===== src/rtl/platform_collision_pkg.sv =====
// Shared game constants for the platform collision block: screen and player
// geometry, FSM state encoding and the "no ground found" marker.
package platform_collision_pkg;

    localparam int H_ACTIVE = 640;
    localparam int V_ACTIVE = 480;
    localparam int PLAYER_W = 16;
    localparam int PLAYER_H = 16;

    localparam logic [1:0] ST_IDLE   = 2'd0;
    localparam logic [1:0] ST_SCAN   = 2'd1;
    localparam logic [1:0] ST_REPORT = 2'd2;

    localparam logic [9:0] GROUND_NONE = 10'h3FF;

    typedef struct packed {
        logic ground;
        logic ceiling;
        logic left;
        logic right;
    } coll_flags_t;

    // Half-open range test [lo, hi) on the widened 11-bit coordinates.
    function automatic logic in_range(input logic [10:0] v,
                                      input logic [10:0] lo,
                                      input logic [10:0] hi);
        return (v >= lo) && (v < hi);
    endfunction

endpackage


===== src/rtl/platform_collision_probe.sv =====
// One sticky collision flag: set by a platform pixel inside its probe window,
// restarted at frame start (where the frame-start pixel itself still counts).
module collision_probe (
    input  logic clk,
    input  logic rst_n,
    input  logic clear,
    input  logic enable,
    input  logic in_window,
    input  logic platforms_on,
    output logic hit
);

    logic set_hit;

    assign set_hit = enable & in_window & platforms_on;

    always_ff @(posedge clk or negedge rst_n) begin
        if (!rst_n) begin
            hit <= 1'b0;
        end else if (clear) begin
            hit <= set_hit;
        end else if (set_hit) begin
            hit <= 1'b1;
        end
    end

endmodule


===== src/rtl/platform_collision.sv =====
// Scans one video frame for platform pixels around the player box and reports
// ground / ceiling / wall contacts plus the nearest ground row once per frame.
module platform_collision #(
    parameter int PLAYER_W = platform_collision_pkg::PLAYER_W,
    parameter int PLAYER_H = platform_collision_pkg::PLAYER_H,
    parameter int H_ACTIVE = platform_collision_pkg::H_ACTIVE,
    parameter int V_ACTIVE = platform_collision_pkg::V_ACTIVE
) (
    input  logic       clk,
    input  logic       rst_n,
    input  logic       video_on,
    input  logic [9:0] x,
    input  logic [9:0] y,
    input  logic       platforms_on,
    input  logic [9:0] player_x,
    input  logic [9:0] player_y,
    output logic       on_ground,
    output logic       hit_ceiling,
    output logic       block_left,
    output logic       block_right,
    output logic [9:0] ground_y,
    output logic       coll_valid
);

    import platform_collision_pkg::*;

    localparam logic [10:0] W11    = 11'(PLAYER_W);
    localparam logic [10:0] H11    = 11'(PLAYER_H);
    localparam logic [10:0] HA11   = 11'(H_ACTIVE);
    localparam logic [10:0] VA11   = 11'(V_ACTIVE);
    localparam logic [9:0]  X_LAST = 10'(H_ACTIVE - 1);
    localparam logic [9:0]  Y_LAST = 10'(V_ACTIVE - 1);

    logic [1:0]  state;
    logic [9:0]  lat_px;
    logic [9:0]  lat_py;
    logic        frame_start;
    logic        frame_end;
    logic        load;
    logic        counting;
    logic [10:0] px11;
    logic [10:0] py11;
    logic [10:0] x11;
    logic [10:0] y11;
    logic [10:0] feet_row;
    logic [10:0] right_col;
    logic        in_active;
    logic        in_span;
    logic        in_rows;
    logic        gy_set;
    logic [9:0]  gy_acc;
    logic [9:0]  held_gy;
    coll_flags_t win;
    coll_flags_t acc;
    coll_flags_t held;

    assign frame_start = video_on && (x == 10'd0) && (y == 10'd0);
    assign frame_end   = video_on && (x == X_LAST) && (y == Y_LAST);
    assign load        = frame_start && (state != ST_REPORT);

    // The frame-start pixel is judged against the position being latched now.
    assign px11 = {1'b0, (load ? player_x : lat_px)};
    assign py11 = {1'b0, (load ? player_y : lat_py)};
    assign x11  = {1'b0, x};
    assign y11  = {1'b0, y};

    assign feet_row  = py11 + H11;
    assign right_col = px11 + W11;
    assign in_active = (x11 < HA11) && (y11 < VA11);
    assign counting  = (load || (state == ST_SCAN)) && video_on && in_active;
    assign in_span   = in_range(x11, px11, right_col);
    assign in_rows   = in_range(y11, py11, feet_row);

    always_comb begin
        win         = '0;
        win.ground  = (y11 == feet_row) && in_span;
        win.ceiling = (py11 != 11'd0) && (y11 == py11 - 11'd1) && in_span;
        win.left    = (px11 != 11'd0) && (x11 == px11 - 11'd1) && in_rows;
        win.right   = (x11 == right_col) && in_rows;
    end

    always_ff @(posedge clk or negedge rst_n) begin
        if (!rst_n) begin
            state <= ST_IDLE;
        end else begin
            case (state)
                ST_IDLE:   if (frame_start) state <= ST_SCAN;
                ST_SCAN:   if (!frame_start && frame_end) state <= ST_REPORT;
                ST_REPORT: state <= ST_IDLE;
                default:   state <= ST_IDLE;
            endcase
        end
    end

    always_ff @(posedge clk or negedge rst_n) begin
        if (!rst_n) begin
            lat_px <= 10'd0;
            lat_py <= 10'd0;
        end else if (load) begin
            lat_px <= player_x;
            lat_py <= player_y;
        end
    end

    collision_probe u_ground (
        .clk(clk), .rst_n(rst_n), .clear(load), .enable(counting),
        .in_window(win.ground), .platforms_on(platforms_on), .hit(acc.ground)
    );

    collision_probe u_ceiling (
        .clk(clk), .rst_n(rst_n), .clear(load), .enable(counting),
        .in_window(win.ceiling), .platforms_on(platforms_on), .hit(acc.ceiling)
    );

    collision_probe u_left (
        .clk(clk), .rst_n(rst_n), .clear(load), .enable(counting),
        .in_window(win.left), .platforms_on(platforms_on), .hit(acc.left)
    );

    collision_probe u_right (
        .clk(clk), .rst_n(rst_n), .clear(load), .enable(counting),
        .in_window(win.right), .platforms_on(platforms_on), .hit(acc.right)
    );

    // Rows arrive in ascending order, so the first qualifying hit is the topmost.
    assign gy_set = counting && platforms_on && (y11 >= feet_row) && in_span;

    always_ff @(posedge clk or negedge rst_n) begin
        if (!rst_n) begin
            gy_acc <= GROUND_NONE;
        end else if (load) begin
            gy_acc <= gy_set ? y : GROUND_NONE;
        end else if (gy_set && (gy_acc == GROUND_NONE)) begin
            gy_acc <= y;
        end
    end

    always_ff @(posedge clk or negedge rst_n) begin
        if (!rst_n) begin
            held    <= '0;
            held_gy <= GROUND_NONE;
        end else if (state == ST_REPORT) begin
            held    <= acc;
            held_gy <= gy_acc;
        end
    end

    // During REPORT the fresh results go straight out; afterwards the copy holds.
    assign coll_valid  = (state == ST_REPORT);
    assign on_ground   = coll_valid ? acc.ground  : held.ground;
    assign hit_ceiling = coll_valid ? acc.ceiling : held.ceiling;
    assign block_left  = coll_valid ? acc.left    : held.left;
    assign block_right = coll_valid ? acc.right   : held.right;
    assign ground_y    = coll_valid ? gy_acc      : held_gy;

endmodule


===== config.mk =====
export PLATFORM = sky130hd
export DESIGN_NAME = platform_collision
export DESIGN_NICKNAME = d
export VERILOG_FILES = /design/src/rtl/platform_collision_pkg.sv /design/src/rtl/platform_collision_probe.sv /design/src/rtl/platform_collision.sv
export SDC_FILE = /design/constraint.sdc
export NUM_CORES = 1
export LEC_CHECK = 0
export CORE_MARGIN = 4
export CORE_UTILIZATION = 29
export CTS_BUF_LIST = sky130_fd_sc_hd__clkbuf_4 sky130_fd_sc_hd__clkbuf_8
export CTS_CLUSTER_DIAMETER = 50
export DETAILED_ROUTE_END_ITERATION = 10
export PLACE_DENSITY = 0.55
export RECOVER_POWER = 100
export SYNTH_ARGS = -nofsm -noshare
export SYNTH_HDL_FRONTEND = slang
export SYNTH_SLANG_ARGS = --single-unit

===== constraint.sdc =====
create_clock -name clk -period 5.2 [get_ports clk]
set_input_delay 0.52 -clock clk [delete_from_list [all_inputs] [get_ports clk]]
set_output_delay 0.52 -clock clk [all_outputs]
set_load 0.01 [all_outputs]

---- Yosys cells after proc, flatten, opt, wreduce, memory -nomap -nowiden ----
Cells that the tools add are included.
storage, ports and cells
  register bits after elaboration ......... 50
  bits in latches ......................... 0
  memory bits (writable) .................. 0
  ROM bits ................................ 0
  input bits .............................. 44
  output and inout port bits .............. 15
  logic and storage cells ................. 99
  memories kept ........................... 0
operators by class
  add/sub/neg operators ................... 4
  multipliers ............................. 0
  div/mod/pow operators ................... 0
  $lt $le $gt $ge ......................... 7
  equality and inequality tests ........... 12
  shift-type cells ........................ 0
  muxes and demuxes ....................... 21
  bitwise gates (word level) .............. 8
  reduce and logical (&&, ||, !) cells .... 34
operators by type and width
  kind                                                                     number
  10-bit two-way mux                                                       6
  10-bit by 11-bit equality test with 1-bit output                         4
  10-bit by 5-bit adder with 11-bit output, second input constant          2
  10-bit by 11-bit < comparator with 1-bit output                          2
  11-bit nonzero test                                                      2
  10-bit by 1-bit subtractor with 11-bit output, second input constant     2
  1-bit logical AND                                                        21
  10-bit equality test, second input constant                              2
  10-bit greater-or-equal comparator                                       2
  10-bit logical NOT                                                       2
  1-bit two-way mux                                                        12
  10-bit by 11-bit greater-or-equal comparator with 1-bit output           1
  10-bit by 9-bit equality test with 1-bit output, second input constant   1
  10-bit < comparator, second input constant                               1
  10-bit by 9-bit < comparator with 1-bit output, second input constant    1
  2-bit nonzero test                                                       5
  1-bit bitwise AND                                                        8
  2-bit two-way mux                                                        2
  2-bit inequality test, second input constant                             2
  2-bit case mux with 2 select lines                                       1
  2-bit by 1-bit equality test with 1-bit output, second input constant    1
  2-bit equality test, second input constant                               1
  2-bit logical NOT                                                        1
  2-bit by 1-bit inequality test with 1-bit output, second input constant  1
  other kinds (3)                                                          3

---- Depth between registers and ports, before layout ----
  depth after elaboration ................. 13
  gate-level depth with buffers ........... 21
  mapped depth without buffers ............ 17

---- Modules after synthesis ----
Synthesis repeated with hierarchy kept, for this count alone.
unflattened totals
  cell total of the unflattened synthesis .. 449
  area, all modules ....................... 4033.9 sq um
modules (own cells, without submodules)
  module              times used  cells an instance  area each (sq um)  sequential area each (sq um)
  platform_collision  1           433                3863.7             1176.1
  collision_probe     4           4                  42.5               25.0

---- Worst setup path after synthesis ----
OpenSTA, ideal clock, no wires.
  kind .................................... input-to-reg
  start ................................... input port x[2]
  end ..................................... register gy_acc[1]
  setup time .............................. 0.080 ns
  arrival ................................. 4.702 ns
  required time ........................... 5.120 ns
  setup slack ............................. 0.419 ns
  cell stages on the path ................. 20
  path buffers ............................ 5
  cells stage by stage .................... buf_2 > or4_4 > or4_1 > buf_2 > nor3_4 > buf_2 > buf_2 > and3_1 > o21ai_0 > xnor2_1 > ha_1 > a21o_1 > a21o_1 > a311oi_1 > o211a_1 > o31a_1 > o221ai_2 > a211o_1 > buf_4 > o22a_1
on the way
  cells in the longest elaborated chain, start to end .. 12
  elaborated cells between the ends (all ways) .. 24
  classes of those cells .................. 2 x add/sub; 4 x order compare; 4 x mux; 14 x reduce/logical
ends and longest elaborated chain
  what                                                                                               line                       source
  start: declaration                                                                                 platform_collision.sv:12   input logic [9:0] x,
  parallel branches: the longest is 12 deep, another holds 10-bit by 5-bit adder with 11-bit output  --
  end signal: assignment                                                                             platform_collision.sv:132  gy_acc <= gy_set ? y : GROUND_NONE;
  end signal: assignment                                                                             platform_collision.sv:134  gy_acc <= y;
  end: declaration                                                                                   platform_collision.sv:51   logic [9:0] gy_acc;
Several ways; the timed one is not identified.
A chain may end at the register's enable or synchronous reset.

---- Worst setup path after layout ----
  start ................................... input port x[8]
  end ..................................... register gy_acc[4]
The elaborated chain is that of the path after synthesis.

==> impl_metrics.env <==
export IMPL_drive_above_1_share_pct=14.3
export IMPL_fp_dieW_microns=125
export IMPL_grt_use_met3_pct=2.81
export IMPL_hold_path_class="reg2reg"
export IMPL_crit_type="in2reg"
export IMPL_syn_area_sq_um=3980
export IMPL_io_buffers=58
export IMPL_pwr_share_seq_pct=49.4
export IMPL_via_per_inst=5.42
export IMPL_grt_pass1_vias=3887
export IMPL_hold_buffers=0
export IMPL_syn_nets=529
export IMPL_status="finished with violations"
export IMPL_rsz0062_at_grt="no"
export IMPL_dr_pass1_iters=5
export IMPL_synth_seq_area_share_pct=32.1
export IMPL_dieArea_sq_um=15600
export IMPL_netSwitchingPower_w=0.000225
export IMPL_area_delta_synth_final_pct=26.0
export IMPL_ant_nets=0
export IMPL_rows=42
export IMPL_seq_area_sq_um=1280
export IMPL_track_usage_pct=17.1
export IMPL_initial_core_util_pct=29.8
export IMPL_met1_usage_pct=24.3
export IMPL_drv_slew=51
export IMPL_cts_sinks=50
export IMPL_routedWlPerCell_microns=18.5
export IMPL_arrival_ns=5.11
export IMPL_post_cts_buffers=0
export IMPL_p_int_w=0.000563
export IMPL_cts_buffer_depth=2
export IMPL_grt_pass1_wl_microns=21300
export IMPL_synth_distinct_cells=76
export IMPL_avgSynthCellArea_sq_um=8.57
export IMPL_cp_max_fo=10
export IMPL_cts_clk_slew_worst_paths_ns=0.10
export IMPL_worstMarginPinSlew_ns=2.82
export IMPL_max_slew_margin_pct=-88.1
export IMPL_synthArstFlopShare_pct=100
export IMPL_fin_crit_ns=4.84
export IMPL_fmax_mhz=207
export IMPL_skew_ns=0.0137
export IMPL_num_vias=3905
export IMPL_cts_tree="yes"
export IMPL_yosysWarnings=0
export IMPL_finalPower_w=0.000788
export IMPL_synthFlopType="dfrtp_1"
export IMPL_violations="capacitance limit, slew limit"
export IMPL_postSynthCellCount=464
export IMPL_synth_edff_count=0
export IMPL_wl_microns=13400
export IMPL_cp_start_kind="input port"
export IMPL_met2_usage_pct=26.5
export IMPL_route_detailed_drc=0
export IMPL_grt_overflow_total=0
export IMPL_power_share_combinational_pct=17.2
export IMPL_hpwlAfterDp_microns=10600
export IMPL_clkPwrFrac_pct=33.4
export IMPL_hold_viol=0
export IMPL_fillerInstances=1393
export IMPL_finalSetupViolCount=0
export IMPL_htreeDepth=2
export IMPL_clock_latency_ns=0.34
export IMPL_grt_max_degree=51
export IMPL_power_share_switching_pct=28.6
export IMPL_diodes=0
export IMPL_ys_ff_latch=50
export IMPL_cp_end_kind="register"
export IMPL_irDropWorstVdd_mv=0.0884
export IMPL_antenna_found_initial=0
export IMPL_cp_required_ns=5.47
export IMPL_cts_resized=0
export IMPL_cap_violations=1
export IMPL_coreArea_sq_um=13300
export IMPL_multi_input_area_sq_um=2520
export IMPL_die_y_microns=125
export IMPL_drt_iter0_markers=316
export IMPL_pin_count=59
export IMPL_num_nets_final=609
export IMPL_gp_congestion=0.979
export IMPL_tns_ns=0
export IMPL_clockRootBuffer="clkbuf_8"
export IMPL_power_per_cell_area_nw_per_um2=157
export IMPL_finalCritPeriodShare_pct=93.0
export IMPL_busiest_layer="met2"
export IMPL_leakage_nw=2.28
export IMPL_cts_inserted_buffers=5
[layout by cell type, fill, tap and decap left out, drive strengths merged, types with 10 or more instances in the layout]
cell,n
xnor2,18
and3,11
clkdlybuf4s50,42
nor4,10
nand2,77
buf,29
nand3,18
ha,21
nor2,20
dlygate4sd3,15
mux2i,14
clkbuf,11
dfrtp,30
a21oi,13
inv,21
o21ai,26
nand4,12
o22a,10
dfstp,20
nor3,15
[registers in the layout (all words and copies together), names as in the netlist]
register	flops
held	4
u_right.hit	1
gy_acc	10
held_gy	10
u_ceiling.hit	1
lat_py	10
u_left.hit	1
state	2
u_ground.hit	1
lat_px	10
[synth_stat cells, types with 3 or more instances]
cell	number	area, sq um
nor3_1	12	60.1
nor2b_1	5	31.3
and3_1	11	68.8
nand3_1	18	90.1
o21a_1	6	45.0
xnor2_1	18	158
buf_2	6	30.0
buf_1	4	15.0
mux2_2	3	33.8
a21oi_1	13	65.1
clkbuf_1	6	22.5
o21ai_1	3	15.0
ha_1	21	263
nor4b_1	3	26.3
nand4_1	12	75.1
o22a_1	10	87.6
a211oi_1	6	45.0
nor2_1	19	71.3
o21ai_0	23	115
xor2_1	9	78.8
nand2b_1	6	37.5
dfrtp_1	30	751
mux2i_1	13	130
a31oi_1	7	43.8
o31ai_1	4	30.0
nor4_1	8	50.1
or2_2	3	18.8
or4_1	6	45.0
inv_1	19	71.3
a21o_1	8	60.1
dfstp_2	20	526
nand2_1	76	285
[power by group through the flow]
stage               Clock (W)  Sequential [W]  Combinational (W)
finish               0.000263        0.000389           0.000136
global route         0.000291        0.000390           0.000148
CTS                  0.000273        0.000389           0.000136
detailed placement          0        0.000396           0.000135
global placement            0        0.000396           0.000135
floorplan                   0        0.000396          0.0000504
[metal layers]
layer / routed length [microns] / vias up
met5: 0 / -
li1: - / 1871
met1: 6320 / 1841
met2: 5820 / 172
met4: 306 / 0
met3: 899 / 21
[per-stage QoR]
stage               setup slack, ns  instance area, sq um  cells  util (%)  hold WS [ns]
finish                        0.362                  5010    721      37.5         0.470
global route                  0.132                  5010    721      37.5         0.484
CTS                           0.487                  5040    721      37.7         0.314
detailed placement            0.144                  4940    713      37.0         0.460
global placement              0.186                  4940    713      37.0         0.460
floorplan                     0.419                  3980    464         -         0.224
[final timing paths]
check                           start    endpoint  slack (ns)  cells after the start
setup reg to reg             state[1]   gy_acc[4]        0.75                     17
min in group asynchronous       rst_n   lat_px[1]        1.18                      2
max in group asynchronous       rst_n   lat_px[9]        2.44                      2
setup / recovery                 x[8]   gy_acc[4]        0.36                     16
hold / removal             held_gy[9]  held_gy[9]        0.47                      2
hold reg to reg            held_gy[9]  held_gy[9]        0.47                      2
[area by class of cell]
class                           instances  area share [%]
Multi-Input combinational cell        374            50.4
Sequential cell                        50            25.5
Timing Repair Buffer                   91            16.1
Tap cell                              176            4.40
Clock buffer                            6            1.65
Inverter                               22            1.65
Clock inverter                          2           0.350
[logic make-up (layout without fill, tap and decap cells)]
| group | Yosys count | count (layout) | synth area share [%] |
|---|---|---|---|
| fa+ha+maj | 23 | 23 | 7.11 |
| mux | 18 | 18 | 5.07 |
| compound gates | 107 | 107 | 18.8 |
| flops | 50 | 50 | 32.1 |
| simple gates | 199 | 199 | 26.8 |
| xor+xnor | 27 | 27 | 5.95 |
| buf+inv | 40 | 121 | 4.15 |
[worst max-delay path, cell delays in order]
cell and delay (ns):
clkdlybuf4s50_1 0.45, or4b_1 0.68, or4_1 0.63, clkbuf_1 0.26
nor2_2 0.21, mux2i_1 0.33, nor3_1 0.11, xnor2_1 0.14
ha_1 0.31, a21o_1 0.18, a311oi_1 0.21, o211a_1 0.18
o31a_1 0.16, o221ai_2 0.10, a211o_1 0.42, o22a_1 0.23
Note: power is estimated with default switching activity, not from simulation.
